### src/rtl/operand_feeder.sv
// Stimulus stage for a registered single-operator block: issues an LCG operand
// stream, samples the operator result after LATENCY cycles and folds it into a signature.
module operand_feeder #(
    parameter int unsigned      WIDTH       = 32,
    parameter int unsigned      NUM_VECTORS = 256,
    parameter int unsigned      LATENCY     = 2,
    parameter logic [WIDTH-1:0] SEED_A      = WIDTH'(1),
    parameter logic [WIDTH-1:0] SEED_B      = WIDTH'(2)
) (
    input  logic                               clk,
    input  logic                               reset_n,
    input  logic                               start,
    output logic [WIDTH-1:0]                   dataa,
    output logic [WIDTH-1:0]                   datab,
    input  logic [WIDTH-1:0]                   result,
    output logic                               busy,
    output logic                               done,
    output logic [WIDTH-1:0]                   signature,
    output logic [$clog2(NUM_VECTORS+1)-1:0]   vec_count
);

    localparam int unsigned CNT_W = $clog2(NUM_VECTORS + 1);
    localparam int unsigned DRN_W = $clog2(LATENCY + 1);

    typedef enum logic [1:0] {
        S_IDLE,
        S_RUN,
        S_DRAIN,
        S_DONE
    } state_t;

    state_t             r_state;
    logic [WIDTH-1:0]   r_dataa;
    logic [WIDTH-1:0]   r_datab;
    logic [WIDTH-1:0]   r_sig;
    logic [CNT_W-1:0]   r_vec_count;
    logic [CNT_W-1:0]   r_issue;
    logic [DRN_W-1:0]   r_drain;
    logic [LATENCY-1:0] r_pipe;
    logic               r_busy;
    logic               r_done;

    logic               w_issue_valid;
    logic               w_tap;
    logic [WIDTH-1:0]   w_next_a;
    logic [WIDTH-1:0]   w_next_b;

    assign w_issue_valid = (r_state == S_RUN);
    assign w_tap         = r_pipe[LATENCY-1];
    assign w_next_a      = r_dataa * WIDTH'(32'd1664525) + WIDTH'(32'd1013904223);
    assign w_next_b      = r_datab * WIDTH'(32'd22695477) + WIDTH'(32'd1);

    always_ff @(posedge clk or negedge reset_n) begin
        if (!reset_n) begin
            r_state     <= S_IDLE;
            r_dataa     <= '0;
            r_datab     <= '0;
            r_sig       <= '0;
            r_vec_count <= '0;
            r_issue     <= '0;
            r_drain     <= '0;
            r_pipe      <= '0;
            r_busy      <= 1'b0;
            r_done      <= 1'b0;
        end else begin
            // The tap lines up with the operator output of the vector issued LATENCY cycles earlier.
            r_pipe[0] <= w_issue_valid;
            for (int unsigned i = 1; i < LATENCY; i++) begin
                r_pipe[i] <= r_pipe[i-1];
            end

            if (w_tap) begin
                r_sig       <= {r_sig[WIDTH-2:0], r_sig[WIDTH-1]} ^ result;
                r_vec_count <= r_vec_count + 1'b1;
            end

            case (r_state)
                S_IDLE: begin
                    if (start) begin
                        r_state     <= S_RUN;
                        r_dataa     <= SEED_A;
                        r_datab     <= SEED_B;
                        r_sig       <= '0;
                        r_vec_count <= '0;
                        r_issue     <= '0;
                        r_busy      <= 1'b1;
                    end
                end
                S_RUN: begin
                    if (r_issue == CNT_W'(NUM_VECTORS - 1)) begin
                        r_state <= S_DRAIN;
                        r_drain <= '0;
                    end else begin
                        r_issue <= r_issue + 1'b1;
                        r_dataa <= w_next_a;
                        r_datab <= w_next_b;
                    end
                end
                S_DRAIN: begin
                    if (r_drain == DRN_W'(LATENCY - 1)) begin
                        r_state <= S_DONE;
                        r_busy  <= 1'b0;
                        r_done  <= 1'b1;
                    end else begin
                        r_drain <= r_drain + 1'b1;
                    end
                end
                S_DONE: begin
                    r_state <= S_IDLE;
                    r_done  <= 1'b0;
                end
                default: r_state <= S_IDLE;
            endcase
        end
    end

    assign dataa     = r_dataa;
    assign datab     = r_datab;
    assign busy      = r_busy;
    assign done      = r_done;
    assign signature = r_sig;
    assign vec_count = r_vec_count;

endmodule

### config.mk
export PLATFORM = sky130hd
export DESIGN_NAME = operand_feeder
export DESIGN_NICKNAME = d
export VERILOG_FILES = /design/src/rtl/operand_feeder.sv
export SDC_FILE = /design/constraint.sdc
export NUM_CORES = 1
export LEC_CHECK = 0
export CORE_AREA = 2 2 193 195
export DETAILED_ROUTE_END_ITERATION = 16
export DIE_AREA = 0 0 195 197
export PLACE_DENSITY = 0.79
export SLEW_MARGIN = 20
export SYNTH_ARGS = -nofsm -noshare
export SYNTH_HDL_FRONTEND = slang
export SYNTH_SLANG_ARGS = --single-unit
### constraint.sdc
create_clock -name clk -period 5.9 [get_ports clk]
set_input_delay 0.885 -clock clk [delete_from_list [all_inputs] [get_ports clk]]
set_output_delay 0.885 -clock clk [all_outputs]
set_load 0.02 [all_outputs]
==> results.yml, run 1 <==
status:
  outcome: "finished with violations"
  violations: "negative setup slack"
yosys:
  yosysTopAreaCell: "fa_1"
  synth_cell_types: 59
  synth-seq-cells: 122
  seq_area_frac_synth_pct: 15.2
  syn_inst: 2048
  async_reset_ff_share_pct: 100
  syn_nets: 2742
  yosysTopAreaCellShare_pct: 30.5
  synth_area_leaders: "fa_1 30%, ha_1 22%, dfrtp_1 15%, inv_1 11%, xnor2_1 4.4%"
  synth.avg_cell_area_um2: 9.82
  synth_edf_count: 0
  synthFlopType: "dfrtp_1"
  syn-cell-area_um2: 20100
  yosysWarningCount: 0
worst_hold_path:
  hold_path_class: "register to register"
setup_path:
  cp-start-kind: "register"
  worstReg2RegEnd: "datab[29]"
  cp_slowest_cell: "fa_1"
  cp_slowest_stage_delay_ps: 560
  cp-end-kind: "register"
  required_ps: 6200
  r2r_cells: 22
  crit_arrival_ps: 6230
  r2r_slack_ps: -30
  crit_end: "datab[29]"
  r2r_start: "datab[19]"
  worstPathMaxFanout: 3
  crit_chain: "ha_4 -> fa_1 -> inv_2 -> fa_1 -> inv_2 -> fa_1 -> inv_1 -> fa_1 -> inv_2 -> fa_1 -> inv_2 -> fa_1 -> inv_2 -> ha_4 -> nand4_1 -> nor2_2 -> nand3_1 -> o211a_1 -> a31oi_4 -> o21ai_2 -> nor4b_1 -> or3_1"
  path_class: "register to register"
  crit_start: "datab[19]"
  crit_top_cell: "fa_1"
timing:
  tightest_slew_ps: 790
  slew_headroom_pct: 47.3
  skew_ps: 11.6
  period_minus_slack_ps: 5930
  worst_slack_ps: -34.1
  drv_slew: 0
  finalSetupViolCount: 1
  period_share_pct: 101
  rsz0062_at_grt: "yes"
  fin_tns_setup_ps: -34.1
  hold_viol_final: 0
  whs_ps: 349
  fmax_mhz: 169
clock_tree:
  insertion_delay_ps: 430
  ctsHoldBuffers: 0
  cts_max_path_buffers: 2
  cts-root-buf: "clkbuf_16"
  htree_levels: 4
  tritoncts: "built"
  clk_pin_slew_ps: 60
  cts_buffers: 17
  clock_sinks: 122
global_route:
  grt_usage_pct: 29.0
  grt_start_max_net_pins: 70
  grt_pass1_wl_um: 87200
  grt_pass1_vias: 16800
  overflow: 0
  antenna_found_initial: 0
drt:
  first_pass_iters: 5
  met2_length_um: 27700
  num_vias: 15200
  wl_met1_um: 21900
  vias_per_cell: 5.49
  ant_nets: 0
  routed-wl-met3_um: 2750
  top_layer_used: "met4"
  drt_iter0_drc: 1048
  route.detailed.drc: 0
  drt_wl_total_um: 54100
  routedWlPerCell_um: 19.5
final_layout:
  design_area_um2: 23800
  synthToLayoutAreaGrowth_pct: 18.6
  drive_gt1_share_pct: 10.1
  nFillCells: 2785
  antenna_cells: 0
  final_nets: 2985
placement:
  gp_congestion: 1.00
  port_buffers: 141
  place_area_um2: 22800
  dp_hpwl_um: 44900
die:
  dieArea_um2: 38400
  start_util_pct: 55.5
  core_um2: 36300
  io_pins: 142
  die-height_um: 197
  fp.dieW_um: 195
  rows: 70
run:
  drv_cap: 0
-- synth_stat cells (5+ instances only) --
cell type  number
a211oi_1       45
a21o_1         14
a21oi_1        51
a22o_1          9
a31oi_1         5
and2_1          5
and3_1         10
buf_1           5
clkbuf_1       27
dfrtp_1       122
fa_1          306
ha_1          353
inv_1         570
mux2i_1         9
nand2_1        77
nand2b_1        8
nand3_1        14
nand4_1         7
nor2_1         82
nor2b_1        12
nor3_1          9
o21a_1         12
o21ai_0        58
o21bai_1        6
o22ai_1        20
o31ai_1         8
or3_1          12
xnor2_1       101
xor2_1         40
-- cell type report --
cell class | instances | area, um2 | area share [%]
Clock buffer | 22 | 464 | 1.95
Sequential cell | 122 | 3080 | 12.9
Tap cell | 468 | 586 | 2.46
Timing Repair Buffer | 256 | 2280 | 9.54
Multi-Input combinational cell | 1324 | 15200 | 63.8
Clock inverter | 7 | 95.1 | 0.399
Inverter | 570 | 2140 | 8.97
-- how the worst min path moves through the flow --
stage,startpoint,to,slack (ps),cells after the start
3_3_place_gp,r_pipe[0],r_pipe[1],340,0
4_1_cts,r_pipe[0],r_pipe[1],350,0
5_1_grt,r_pipe[0],r_pipe[1],360,0
6_report,r_pipe[0],r_pipe[1],350,0
2_1_floorplan,r_pipe[0],r_pipe[1],330,0
3_5_place_dp,r_pipe[0],r_pipe[1],340,0
-- cells by family after synthesis --
kind of cell	Yosys count	share of synthesized area, %
fa+ha+maj	659	52.4
buf+inv	602	11.2
compound gates	265	8.83
simple gates	250	5.75
xor+xnor	141	6.14
flops	122	15.2
mux	9	0.448
-- timing repair --
action,in CTS,in global routing
resized for setup,7,86
pin swaps,3,18
gates cloned,0,0
setup buffers,5,5
endpoints found under the hold margin,0,0
endpoints found under the setup margin,3,22
-- placed cells by master, fill, tap and decap left out, types with 9 or more instances in the layout --
cell type / instances
clkdlybuf4s50_1: 140
dfrtp_1: 103
inv_2: 9
xnor2_1: 101
clkbuf_16: 17
o21a_1: 12
a21o_1: 14
and3_1: 9
ha_1: 329
a21oi_1: 45
nand3_1: 12
nor2b_1: 11
a211oi_1: 44
o22ai_1: 20
xor2_1: 40
nor2_1: 80
inv_1: 561
dfrtp_2: 19
a22o_1: 9
nand2_1: 77
o21ai_0: 52
or3_1: 12
fa_1: 305
mux2i_1: 9
ha_4: 17
buf_4: 115
-- stage by stage --
stage	setup slack, ps	cells	util, %
2_1_floorplan	24.8	2048	-
3_3_place_gp	38.9	2730	62.9
3_5_place_dp	-141	2730	62.9
4_1_cts	1.65	2764	64.6
5_1_grt	-226	2769	65.8
6_report	-34.1	2769	65.8
-- sequential cells by signal (all words and copies together), names as in the netlist --
signal / cells
busy: 1
r_state: 2
datab: 32
signature: 32
r_pipe: 2
done: 1
r_drain: 2
r_issue: 9
dataa: 32
vec_count: 9
-- per-layer routing --
metal | up-vias | global-route usage (%)
met5 | - | 0
met4 | 0 | 10.9
met3 | 128 | 3.92
met2 | 485 | 50.4
met1 | 7674 | 37.1
li1 | 6921 | -
-- worst max-delay path, delay by kind of cell, from the launching register on --
family	cells	cell delay, ps
adders and majority gates	8	3660
and+or+nand+nor	5	990
DFF	1	440
AOI/OAI and AO/OA	3	440
buffers and inverters	6	290
Power of run 1 is left out: the tool's default activity adds up to more than one toggle a clock period on the data nets, which glitch-free logic cannot reach.
==> run 2, diff against run 1 <==
Settings changed: ABC_CLOCK_PERIOD_IN_PS set to 7100, CORE_AREA 2 2 193 195 to 2 2 187 189, DIE_AREA 0 0 195 197 to 0 0 189 191, PLACE_DENSITY 0.79 to 0.8.
Clock period 5.9 ns to 7.1 ns, I/O delays scaled along.
==> run 2 against run 1 <==
The run now ends clean. Critical path depth decreased by 2. Wire length decreased by 6.0%. Clock-buffer cell count decreased by 1. Via count decreased by 3.2%. Setup slack improved by 720 ps. Hold slack got worse by 0.75 ps. Die area decreased by 6.0%. Global-route usage increased by 0.43 points. Core utilization increased by 0.63 points. Fmax decreased by 7.5%. Critical path type unchanged.
==> results.yml, run 2 (same netlist as run 1, synthesis figures left out) <==
clock_tree:
  clock_sinks: 122
  cts.repair.resized: 0
  insertion_delay_ps: 430
  htree_levels: 4
  tritoncts: "built"
  cts-root-buf: "clkbuf_16"
  ctsHoldBuffers: 0
  cts_buffers: 17
  post_cts.repair.setup_buffers: 0
  cts_max_path_buffers: 2
  clk_pin_slew_ps: 60
final_layout:
  final_nets: 2880
  synthToLayoutAreaGrowth_pct: 12.6
  mostFrequentLayoutCell: "inv_1"
  layout_common_cells: "570 x inv_1, 353 x ha_1, 306 x fa_1, 140 x clkdlybuf4s50_1, 121 x dfrtp_1"
  drive_gt1_share_pct: 2.37
  antenna_cells: 0
  nFillCells: 2624
drt:
  route.detailed.drc: 0
  drt_wl_total_um: 50900
  routedWlPerCell_um: 19.2
  vias_per_cell: 5.55
  num_vias: 14700
  first_pass_iters: 5
  drt_iter0_drc: 1076
  ant_nets: 0
setup_path:
  crit_top_cell: "fa_1"
  path_class: "register to register"
  cp-start-kind: "register"
  worstPathMaxFanout: 8
  r2r_start: "datab[20]"
  worstPathBufferInverterCount: 4
  crit_family: "adder cells"
  crit_start: "datab[20]"
  worstReg2RegEnd: "datab[29]"
  crit_arrival_ps: 6730
  cp-end-kind: "register"
  r2r_slack_ps: 680
  required_ps: 7410
  cp_slowest_stage_delay_ps: 610
  crit_chain: "ha_1 -> fa_1 -> inv_1 -> fa_1 -> inv_1 -> fa_1 -> fa_1 -> inv_1 -> fa_1 -> inv_1 -> fa_1 -> ha_1 -> nand4_1 -> nor2_1 -> nand3_1 -> o211a_1 -> a31oi_1 -> o21ai_0 -> nor4b_1 -> or3_1"
  r2r_cells: 20
  cp_slowest_cell: "dfrtp_1"
global_route:
  grt_pass1_vias: 15900
  grt_start_max_net_pins: 73
  grt_pass1_wl_um: 82600
  antenna_found_initial: 0
  overflow: 0
  grt_usage_pct: 29.4
timing:
  slew_headroom_pct: 50.0
  fin_tns_setup_ps: 0
  tightest_slew_ps: 751
  whs_ps: 348
  drv_slew: 0
  finalSetupViolCount: 0
  rsz0062_at_grt: "no"
  fmax_mhz: 156
  skew_ps: 11.8
  period_minus_slack_ps: 6420
  period_share_pct: 90.4
  hold_viol_final: 0
die:
  rows: 68
  core_um2: 34100
  start_util_pct: 59.0
  dieArea_um2: 36100
  die-height_um: 191
  fp.dieW_um: 189
  io_pins: 142
worst_hold_path:
  hold_depth: 0
  min_from: "r_pipe[0]"
  worstHoldEndpoint: "r_pipe[1]"
  hold_path_class: "register to register"
placement:
  dp_hpwl_um: 42300
  port_buffers: 141
  gp_congestion: 0.956
status:
  outcome: "complete, no violations"
run:
  drv_cap: 0
[run 2: cell types whose count changed in the layout (fill, tap and decap cells not counted), moves of 6 or more]
| cell | previous run | this run |
|---|---|---|
| buf_4 | 115 | 10 |
| ha_1 | 329 | 353 |
| dfrtp_2 | 19 | 0 |
| dfrtp_1 | 103 | 121 |
| ha_4 | 17 | 0 |
| inv_1 | 561 | 570 |
| inv_2 | 9 | 0 |
| ha_2 | 7 | 0 |
| a21oi_1 | 45 | 51 |
| a21oi_2 | 6 | 0 |
| o21ai_0 | 52 | 58 |
[run 2: cell type report]
class,count,area [um2],share of cell area (%)
multi-input cells,1324,14800,65.4
inverters,570,2140,9.44
clock inverters,9,115,0.508
flip-flops and latches,122,3060,13.5
repair buffers,151,1490,6.57
well taps,455,569,2.51
clock buffers,21,470,2.08
[run 2: worst max path at each step]
stage / end / slack (ps) / cells after the start
after floorplan: datab[29] / 1220 / 19
after global placement: datab[29] / 850 / 20
after detailed placement: datab[29] / 730 / 20
after CTS: datab[29] / 680 / 20
after global routing: datab[29] / 380 / 20
final: datab[29] / 680 / 20
[run 2: worst register-to-register path, cell delays in order, from the launching register on]
cell and delay [ps]:
dfrtp_1 610, ha_1 360, fa_1 500, inv_1 60, fa_1 540, inv_1 60, fa_1 480, fa_1 570
inv_1 60, fa_1 480, inv_1 50, fa_1 440, ha_1 440, nand4_1 190, nor2_1 160, nand3_1 100
o211a_1 180, a31oi_1 290, o21ai_0 190, nor4b_1 180, or3_1 330
[run 2: through the flow]
| stage | area, um2 | util [%] | cells | setup WS (ps) |
|---|---|---|---|---|
| floorplan | 20100 | - | 2048 | 1220 |
| global placement | 22100 | 64.7 | 2622 | 849 |
| detailed placement | 22100 | 64.7 | 2622 | 727 |
| CTS | 22600 | 66.4 | 2652 | 680 |
| global route | 22700 | 66.4 | 2652 | 375 |
| finish | 22700 | 66.4 | 2652 | 684 |
[run 2: metal layers]
layer  track usage, %  wire [um]
met4             9.95       1530
met2             51.6      25600
met3             4.08       2990
met1             37.6      20700
met5                0          0
Power of run 2 is left out for the same reason.
